[src/rtl/global_types.sv]
// Project-wide scalar type aliases shared by every pipeline block.
package global_types;

  typedef logic [31:0] logic32;

endpackage

[src/rtl/pipeline_pkg.sv]
// Pipeline-wide types: fetch FSM states and the prefetch FIFO entry layout.
package pipeline_pkg;
  import global_types::*;

  typedef enum logic {
    FETCH = 1'b0,
    FLUSH = 1'b1
  } fetch_state_t;

  // One prefetched instruction together with the PC+4 that decode expects.
  typedef struct packed {
    logic32 instruction;
    logic32 pc_plus4;
  } fetch_entry_t;

endpackage

[src/rtl/fetch_unit_if.sv]
// Instruction-memory request/response bus between fetch (master) and memory (slave).
interface fetch_unit_if;
  import global_types::*;

  logic   imem_req;
  logic32 imem_addr;
  logic   imem_gnt;
  logic   imem_rvalid;
  logic32 imem_rdata;

  modport master (
    output imem_req,
    output imem_addr,
    input  imem_gnt,
    input  imem_rvalid,
    input  imem_rdata
  );

  modport slave (
    input  imem_req,
    input  imem_addr,
    output imem_gnt,
    output imem_rvalid,
    output imem_rdata
  );

endinterface

[src/rtl/fetch_fifo.sv]
// Prefetch FIFO: power-of-two depth, extra pointer bit separates full from empty.
module fetch_fifo #(
  parameter int DEPTH = 4,
  parameter int WIDTH = 64
) (
  input  logic                     clk,
  input  logic                     rstn,
  input  logic                     push,
  input  logic                     pop,
  input  logic                     clear,
  input  logic [WIDTH-1:0]         wdata,
  output logic [WIDTH-1:0]         rdata,
  output logic                     full,
  output logic                     empty,
  output logic [$clog2(DEPTH):0]   count
);

  localparam int AW = $clog2(DEPTH);

  logic [WIDTH-1:0] mem [DEPTH];
  logic [AW:0]      wr_ptr;
  logic [AW:0]      rd_ptr;
  logic             do_push;
  logic             do_pop;

  assign empty   = (wr_ptr == rd_ptr);
  assign count   = wr_ptr - rd_ptr;
  assign full    = (count == (AW+1)'(DEPTH));
  assign do_pop  = pop & ~empty;
  // A pop frees the slot, so a simultaneous push is accepted even when full.
  assign do_push = push & (~full | do_pop);
  assign rdata   = empty ? '0 : mem[rd_ptr[AW-1:0]];

  // NOTE: sequential state is always written with <= so every flop samples pre-edge values.
  always_ff @(posedge clk or negedge rstn) begin
    if (!rstn) begin
      wr_ptr <= '0;
      rd_ptr <= '0;
    end else if (clear) begin
      wr_ptr <= '0;
      rd_ptr <= '0;
    end else begin
      if (do_push) wr_ptr <= wr_ptr + (AW+1)'(1);
      if (do_pop)  rd_ptr <= rd_ptr + (AW+1)'(1);
    end
  end

  // NOTE: storage is deliberately not reset; the pointers alone define which entries are valid.
  always_ff @(posedge clk) begin
    if (do_push && !clear) mem[wr_ptr[AW-1:0]] <= wdata;
  end

endmodule

[src/rtl/fetch_unit.sv]
// Instruction fetch: credit-limited request stream, in-order response tracking,
// redirect flush of stale responses; FIFO storage lives in fetch_fifo.
module fetch_unit
  import global_types::*;
  import pipeline_pkg::*;
#(
  parameter int     DEPTH    = 4,
  parameter logic32 RESET_PC = 32'h0000_0000
) (
  input  logic         clk,
  input  logic         rstn,
  fetch_unit_if.master imem,
  input  logic         d_ready,
  output logic         f_valid,
  output logic32       f_instruction,
  output logic32       f_pc_plus4,
  input  logic         redirect,
  input  logic32       redirect_pc
);

  localparam int            CW      = $clog2(DEPTH) + 1;
  localparam logic [CW:0]   DEPTH_W = (CW+1)'(DEPTH);

  fetch_state_t  state;
  logic32        fetch_pc;
  logic32        rsp_pc;
  logic [CW-1:0] outstanding;
  logic [CW-1:0] drop_cnt;
  logic          req_q;

  logic          accept;
  logic          rvalid;
  logic          fifo_push;
  logic          fifo_pop;
  logic          fifo_full;
  logic          fifo_empty;
  logic [CW-1:0] fifo_count;
  logic [CW-1:0] out_next;
  logic [CW-1:0] cnt_next;
  logic          credit_ok;
  fetch_entry_t  push_entry;
  fetch_entry_t  head_entry;

  assign imem.imem_req  = req_q;
  assign imem.imem_addr = fetch_pc;

  assign accept    = req_q & imem.imem_gnt;
  assign rvalid    = imem.imem_rvalid;
  assign fifo_push = rvalid && (state == FETCH) && !redirect;
  assign fifo_pop  = f_valid & d_ready;

  // rsp_pc tracks the address of the oldest live request, since responses return in order.
  assign push_entry = '{instruction: imem.imem_rdata, pc_plus4: rsp_pc + 32'd4};

  assign out_next  = outstanding + CW'(accept) - CW'(rvalid);
  assign cnt_next  = redirect ? '0 : fifo_count + CW'(fifo_push) - CW'(fifo_pop);
  // Every request must have a guaranteed FIFO slot waiting for its response.
  assign credit_ok = ({1'b0, cnt_next} + {1'b0, out_next}) < DEPTH_W;

  assign f_valid       = !fifo_empty;
  assign f_instruction = head_entry.instruction;
  assign f_pc_plus4    = head_entry.pc_plus4;

  fetch_fifo #(
    .DEPTH (DEPTH),
    .WIDTH ($bits(fetch_entry_t))
  ) u_fifo (
    .clk   (clk),
    .rstn  (rstn),
    .push  (fifo_push),
    .pop   (fifo_pop),
    .clear (redirect),
    .wdata (push_entry),
    .rdata (head_entry),
    .full  (fifo_full),
    .empty (fifo_empty),
    .count (fifo_count)
  );

  always_ff @(posedge clk or negedge rstn) begin
    if (!rstn) begin
      state       <= FETCH;
      fetch_pc    <= RESET_PC;
      rsp_pc      <= RESET_PC;
      outstanding <= '0;
      drop_cnt    <= '0;
      req_q       <= 1'b0;
    end else begin
      outstanding <= out_next;
      req_q       <= 1'b0;
      if (redirect) begin
        // A grant in this cycle is already in out_next and will be dropped with the rest.
        fetch_pc <= redirect_pc;
        rsp_pc   <= redirect_pc;
        drop_cnt <= out_next;
        if (out_next != '0) begin
          state <= FLUSH;
        end else begin
          state <= FETCH;
          req_q <= credit_ok;
        end
      end else begin
        case (state)
          FETCH: begin
            req_q <= credit_ok;
            if (accept)    fetch_pc <= fetch_pc + 32'd4;
            if (fifo_push) rsp_pc   <= rsp_pc + 32'd4;
          end
          FLUSH: begin
            if (rvalid) begin
              drop_cnt <= drop_cnt - CW'(1);
              if (drop_cnt == CW'(1)) begin
                state <= FETCH;
                req_q <= credit_ok;
              end
            end
          end
          default: state <= FETCH;
        endcase
      end
    end
  end

  a_rvalid_needs_outstanding: assert property (
    @(posedge clk) disable iff (!rstn) rvalid |-> (outstanding != '0));

  a_fifo_no_overflow: assert property (
    @(posedge clk) disable iff (!rstn) !(fifo_push && fifo_full && !fifo_pop));

endmodule

[src/flat_wrapper.sv]
// flat-port wrapper written by rule: the top's interface ports become plain ports
module fetch_unit_flat import global_types::*; import pipeline_pkg::*;
#(
  parameter int     DEPTH    = 4,
  parameter logic32 RESET_PC = 32'h0000_0000
)
  (clk, rstn, d_ready, f_valid, f_instruction, f_pc_plus4, redirect, redirect_pc, imem_imem_req, imem_imem_addr, imem_imem_gnt, imem_imem_rvalid, imem_imem_rdata);
  fetch_unit_if imem_i ();
  input  logic clk;
  input  logic rstn;
  input  logic d_ready;
  output logic f_valid;
  output logic32 f_instruction;
  output logic32 f_pc_plus4;
  input  logic redirect;
  input  logic32 redirect_pc;
  output wire logic [$bits(imem_i.imem_req)-1:0] imem_imem_req;
  output wire logic [$bits(imem_i.imem_addr)-1:0] imem_imem_addr;
  input wire logic [$bits(imem_i.imem_gnt)-1:0] imem_imem_gnt;
  input wire logic [$bits(imem_i.imem_rvalid)-1:0] imem_imem_rvalid;
  input wire logic [$bits(imem_i.imem_rdata)-1:0] imem_imem_rdata;
  assign imem_imem_req = imem_i.imem_req;
  assign imem_imem_addr = imem_i.imem_addr;
  assign imem_i.imem_gnt = imem_imem_gnt;
  assign imem_i.imem_rvalid = imem_imem_rvalid;
  assign imem_i.imem_rdata = imem_imem_rdata;
  fetch_unit #(.DEPTH(DEPTH), .RESET_PC(RESET_PC)) u_core (.clk(clk), .rstn(rstn), .imem(imem_i), .d_ready(d_ready), .f_valid(f_valid), .f_instruction(f_instruction), .f_pc_plus4(f_pc_plus4), .redirect(redirect), .redirect_pc(redirect_pc));
endmodule
[config.mk]
export PLATFORM = sky130hd
export DESIGN_NAME = fetch_unit_flat
export DESIGN_NICKNAME = d
export VERILOG_FILES = /design/src/rtl/global_types.sv /design/src/rtl/pipeline_pkg.sv /design/src/rtl/fetch_unit_if.sv /design/src/rtl/fetch_fifo.sv /design/src/rtl/fetch_unit.sv /design/src/flat_wrapper.sv
export SDC_FILE = /design/constraint.sdc
export NUM_CORES = 1
export LEC_CHECK = 0
export BUFFER_PORTS_ARGS = -buffer_cell sky130_fd_sc_hd__clkbuf_2
export CORE_UTILIZATION = 53
export DETAILED_ROUTE_END_ITERATION = 12
export PLACE_DENSITY_LB_ADDON = 0.3
export SETUP_SLACK_MARGIN = 0.05
export SLEW_MARGIN = 20
export SYNTH_ARGS = -nofsm -noshare
export SYNTH_HDL_FRONTEND = slang
export SYNTH_SLANG_ARGS = --single-unit
[constraint.sdc]
create_clock -name clk -period 6.7 [get_ports clk]
set_clock_uncertainty 0.2 [all_clocks]
set_input_delay 1.34 -clock clk [delete_from_list [all_inputs] [get_ports clk]]
set_output_delay 1.34 -clock clk [all_outputs]
set_load 0.02 [all_outputs]
---- Yosys cells after proc, flatten, opt, wreduce, memory -nomap -nowiden ----
Memory sizes are Yosys's and may differ from the RTL's.
Index checks and enable logic that the tools add are counted.
operators by class
  bitwise logic cells ..................... 8
  multiplexer cells ....................... 27
  $add $sub $neg .......................... 11
  $lt $le $gt $ge ......................... 1
  reduce and logical (&&, ||, !) cells .... 15
  eq/ne operators ......................... 4
operators by type and width
  cell                                                                           count
  32-bit two-way mux                                                             6
  32-bit by 3-bit adder with 32-bit output (second input constant)               2
  64-bit two-way mux                                                             1
  3-bit two-way mux                                                              8
  2-bit nonzero test                                                             6
  1-bit two-way mux                                                              11
  3-bit by 1-bit adder with 3-bit output                                         2
  3-bit by 1-bit adder with 3-bit output (second input constant)                 2
  2-bit AND reduction                                                            3
  3-bit by 1-bit subtractor with 3-bit output                                    2
  3-bit by 3-bit adder with 4-bit output                                         1
  1-bit AND                                                                      4
  4-bit by 3-bit less-than comparator with 1-bit output (second input constant)  1
  3-bit by 1-bit == test with 1-bit output (second input constant)               1
  3-bit == test                                                                  1
  3-bit == test (second input constant)                                          1
  1-bit logical AND                                                              3
  1-bit NOT                                                                      3
  3-bit nonzero test                                                             1
  3-bit by 1-bit subtractor with 3-bit output (second input constant)            1
  3-bit subtractor                                                               1
  1-bit zero test                                                                2
  2-bit != test (second input constant)                                          1
  1-bit one-hot mux with 2 select lines                                          1
  1-bit OR                                                                       1
storage, ports and cells
  output and inout bits ................... 98
  memory bits (writable) .................. 256
  register bits ........................... 78
  bits of input ports ..................... 70
  memories ................................ 1
  word-level logic and storage cells ...... 75
memories
  memory             words  bits a word  rd ports  clocked after Yosys merged registers in  write ports  RTL line          text
  u_core.u_fifo.mem  4      64           1         0                                        1            fetch_fifo.sv:20  logic [WIDTH-1:0] mem [DEPTH];

---- Logic depth before layout (Yosys ltp) ----
  depth in word-level cells ............... 12
  mapped depth ............................ 19
  depth with buffers taken out ............ 17

---- Cells and area by module ----
A second synthesis with hierarchy kept.
second synthesis, totals
  cell total of the unflattened synthesis .. 1001
  area, all modules ....................... 14958.1 um^2
modules (own cells, without submodules)
  module      area each (um^2)  sequential area each (um^2)  cells an instance  instances
  fetch_fifo  10139.7           7837.5                       458                1
  fetch_unit  4818.4            1801.7                       543                1

---- Worst setup path before layout ----
No wires, ideal clock.
  path type ............................... input port to flip-flop
  start ................................... input imem_imem_rvalid
  end ..................................... memory u_core.u_fifo.mem[0][0] (enable)
  required time ........................... 5.922 ns
  setup time .............................. 0.578 ns
  setup slack ............................. -0.926 ns
  path buffers ............................ 2
  arrival time ............................ 6.848 ns
  stages .................................. 5
  path through ............................ nor2b_1 > clkbuf_1 > clkbuf_1 > nand2_1 > nor3b_1
on the way
  word-level cells in the longest chain between the ends .. 6
RTL lines
  item                                     RTL line            text
  start, declared                          flat_wrapper.sv:20  input wire logic [$bits(imem_i.imem_rvalid)-1:0] imem_imem_rvalid;
  1-bit logical AND (2 in series)          fetch_unit.sv:49    assign fifo_push = rvalid && (state == FETCH) && !redirect;
  1-bit AND                                fetch_fifo.sv:31    assign do_push = push & (~full | do_pop);
  1-bit logical AND                        fetch_fifo.sv:50    if (do_push && !clear) mem[wr_ptr[AW-1:0]] <= wdata;
  1-bit two-way mux                        fetch_fifo.sv:50
  1-bit two-way mux (not written as such)  fetch_fifo.sv:50
  end, declared                            fetch_fifo.sv:20
Every way passes these cells.

---- Worst setup path in the final report ----
  start ................................... register u_core.u_fifo.rd_ptr[0]
  end ..................................... output f_pc_plus4[29]
on the way
  word-level cells in the longest chain between the ends .. 2
  elaborated cells between the ends (all ways) .. 3
  classes of those cells .................. eq/ne (1); mux (1); memory (1)
RTL lines
  item                                                            RTL line            text
  start, declared                                                 fetch_fifo.sv:22    logic [AW:0] rd_ptr;
  start signal, assigned                                          fetch_fifo.sv:44    if (do_pop) rd_ptr <= rd_ptr + (AW+1)'(1);
  memory read 4 x 64 bit / 3-bit == test (equally long branches)  -
  64-bit two-way mux *                                            fetch_fifo.sv:32    assign rdata = empty ? '0 : mem[rd_ptr[AW-1:0]];
  end, declared                                                   flat_wrapper.sv:14  output logic32 f_pc_plus4;
Mark *: on every way between the ends. The rest lies on a longest branch, timed or not.

==> results.ini <==
[status]
status=completed

[yosys]
synth_top_cells_by_area=edfxtp_1 (51%), dfrtp_1 (13%), mux4_2 (9.6%)
syn_nets=1111
async_flop_share_pct=23.35
synth-seq-area-share_pct=64.20
synthTopCellsByCount=edfxtp_1 (256), nor2b_1 (79), dfrtp_1 (78)
synth_seq_cells=334
synth_area_um2=15010
avgSynthCellArea_um2=14.71
synth_warnings=0
synth_top_area_share_pct=51.20
synth.distinct_cells=60
synth.most_common_cell=edfxtp_1
synth_flop_cell=edfxtp_1
synth_edf_count=256
synth_top_area_cell=edfxtp_1
netlist_instances=1021

[cts]
ctsResizeCount=0
htree_levels=2
cts_sinks=334
cts_made_buffers=34
clkTransAtPathRegs_ns=0.06
ctsLongestPathBuffers=3
cts-root-buf=clkbuf_16
cts_tree=done
cts_setup_buffers=0
worstSkewPairLatency_ns=0.51
cts_hold_buf=0

[final_layout]
diodes=0
area_growth_pct=14.81
fin_area_um2=17240
fillers=2121
drive_gt1_share_pct=26.36
post-route-util_pct=61.88
final_cell_count_no_fill=1577
fin_nets=1266

[die]
ios=168
core_area_um2=27860
initial_core_util_pct=53.90
chipWidth_um=170.3
num_rows=61
die_h_um=170.3
die_area_um2=29010

[worst_setup_path]
rr_endpoint=u_core.imem.imem_req
cp.required_ns=5.16
worstSetupEndpointType=primary output
cp-start-kind=register
reg2reg_from=u_core.u_fifo.rd_ptr[0]
r2r_cells=16
worstPathArrival_ns=3.23
crit_type=register to primary output
r2r_slack_ns=2.16
worstPathMaxFanout=37

[global_route]
grt_pass1_wl_mm=48.51
grt_max_degree=70
antenna_found_initial=0
grt.overflow.total=0
first_global_vias=8892
grtUsageTotal_pct=21.74

[place]
place_congestion=0.9040
portBuffers=167
dp.cells=1518
hpwl_mm=19.17
place_area_um2=16200

[sta]
fmax_mhz=209.6
finalHoldViolCount=0
slew_viol_final=0
period_share_pct=71.20
worst_slew_pin_slew_ns=0.9695
finalSetupViolCount=0
rsz0062_at_grt=no
relSlewSlack_pct=35.37
min_period_ns=4.770
setup_tns_ns=0

[routing]
drc_errors=0
wirelength_mm=30.53
vias_per_cell=5.833
drtIter0Drc=747
wl_per_cell_um=19.36
dr.pass1.iters=4
drtAntennaViolNets=0
vias=9199

[power]
pwr_density_cell_nw_per_um2=356.8
leakagePower_nw=6.097
peakVddDrop_uv=194.5

[run]
maxCapViolations=0

[hold_path]
hold_end=u_core.imem.imem_addr[0]
hold_class=register to register
holdCritStartpoint=u_core.imem.imem_addr[0]
worstHoldPathCells=2

cell usage in the layout, fill, tap and decap left out, drive strengths merged, types with 8 or more instances in the layout:
cell type	n
nor3	28
xnor2	34
mux2	8
ha	17
o21ai	22
nand4	33
nor2b	79
xor2	20
and4	8
dfrtp	78
nor4	23
nand3	22
or3	9
a211oi	14
mux4	64
a311oi	10
or4	11
nor2	48
inv	30
and3	8
nand2	45
buf	13
clkbuf	217
edfxtp	256
a31oi	13
a21oi	17
metrics by stage:
| step | setup slack [ns] | power, mW | hold WS (ns) |
|---|---|---|---|
| 2_1_floorplan | -0.9259 | 3.923 | 0.2760 |
| 3_3_place_gp | 2.027 | 4.419 | 0.3058 |
| 3_5_place_dp | 1.929 | 4.459 | 0.3259 |
| 4_1_cts | 1.796 | 6.223 | 0.3377 |
| 5_1_grt | 1.639 | 6.481 | 0.3479 |
| 6_report | 1.930 | 6.150 | 0.3353 |
metal layers:
layer,up-vias,share of wire (%),routed length (um),GRT usage [%]
met5,-,0,0,0
met4,0,1.8,564,6.032
met3,44,6.5,1996,3.349
met2,348,46,14080,34.27
met1,4549,46,13890,31.65
li1,4258,-,-,-
report_power, final:
part / switching, mW / total, mW / internal (mW)
registers: 0.171 / 2.59 / 2.42
logic: 1.05 / 1.80 / 0.750
clock network: 0.729 / 1.76 / 1.03
registers in the layout (all words and copies together), names as in the netlist:
signal and cells:
u_core.u_fifo.wr_ptr 3, u_core.drop_cnt 3, u_core.imem.imem_addr 32, u_core.state 1, u_core.outstanding 3, u_core.u_fifo.rd_ptr 3
u_core.rsp_pc 32, u_core.imem.imem_req 1, u_core.u_fifo.mem 256
worst max path at each step:
stage          slack (ns)                 endpoint  depth (start not counted)                     from
5_1_grt              1.64           f_pc_plus4[20]                          6  u_core.u_fifo.rd_ptr[0]
2_1_floorplan       -0.93  u_core.u_fifo.mem[0][0]                          5         imem_imem_rvalid
4_1_cts              1.80           f_pc_plus4[29]                          6  u_core.u_fifo.rd_ptr[0]
6_report             1.93           f_pc_plus4[29]                          6  u_core.u_fifo.rd_ptr[0]
3_5_place_dp         1.93     u_core.imem.imem_req                         16         imem_imem_rvalid
3_3_place_gp         2.03     u_core.imem.imem_req                         16         imem_imem_rvalid
cells by family after synthesis:
| family | Yosys count | share of synthesized area [%] |
|---|---|---|
| DFF | 334 | 64.20 |
| muxes | 73 | 10.27 |
| adders and majority gates | 20 | 1.817 |
| and+or+nand+nor | 341 | 12.99 |
| buffers and inverters | 89 | 2.392 |
| AOI/OAI and AO/OA | 109 | 5.025 |
| xor gates and xnor gates | 55 | 3.308 |
critical path, cell delays in order, from the launching register on:
cell,delay [ns]
dfrtp_4,0.72
ha_1,0.50
nand2_1,0.14
nor2_4,0.64
buf_4,0.45
nor2b_1,0.09
clkbuf_2,0.16
final cells by class:
type / count / area, um^2 / share of cell area [%]
Clock buffer: 51 / 959.7 / 5.567
Clock inverter: 8 / 65.06 / 0.3774
Inverter: 29 / 108.9 / 0.6315
Multi-Input combinational cell: 598 / 5059 / 29.35
Sequential cell: 334 / 9644 / 55.95
Tap cell: 378 / 473.0 / 2.744
Timing Repair Buffer: 179 / 928.4 / 5.386
Note: power is estimated with default switching activity, not from simulation.
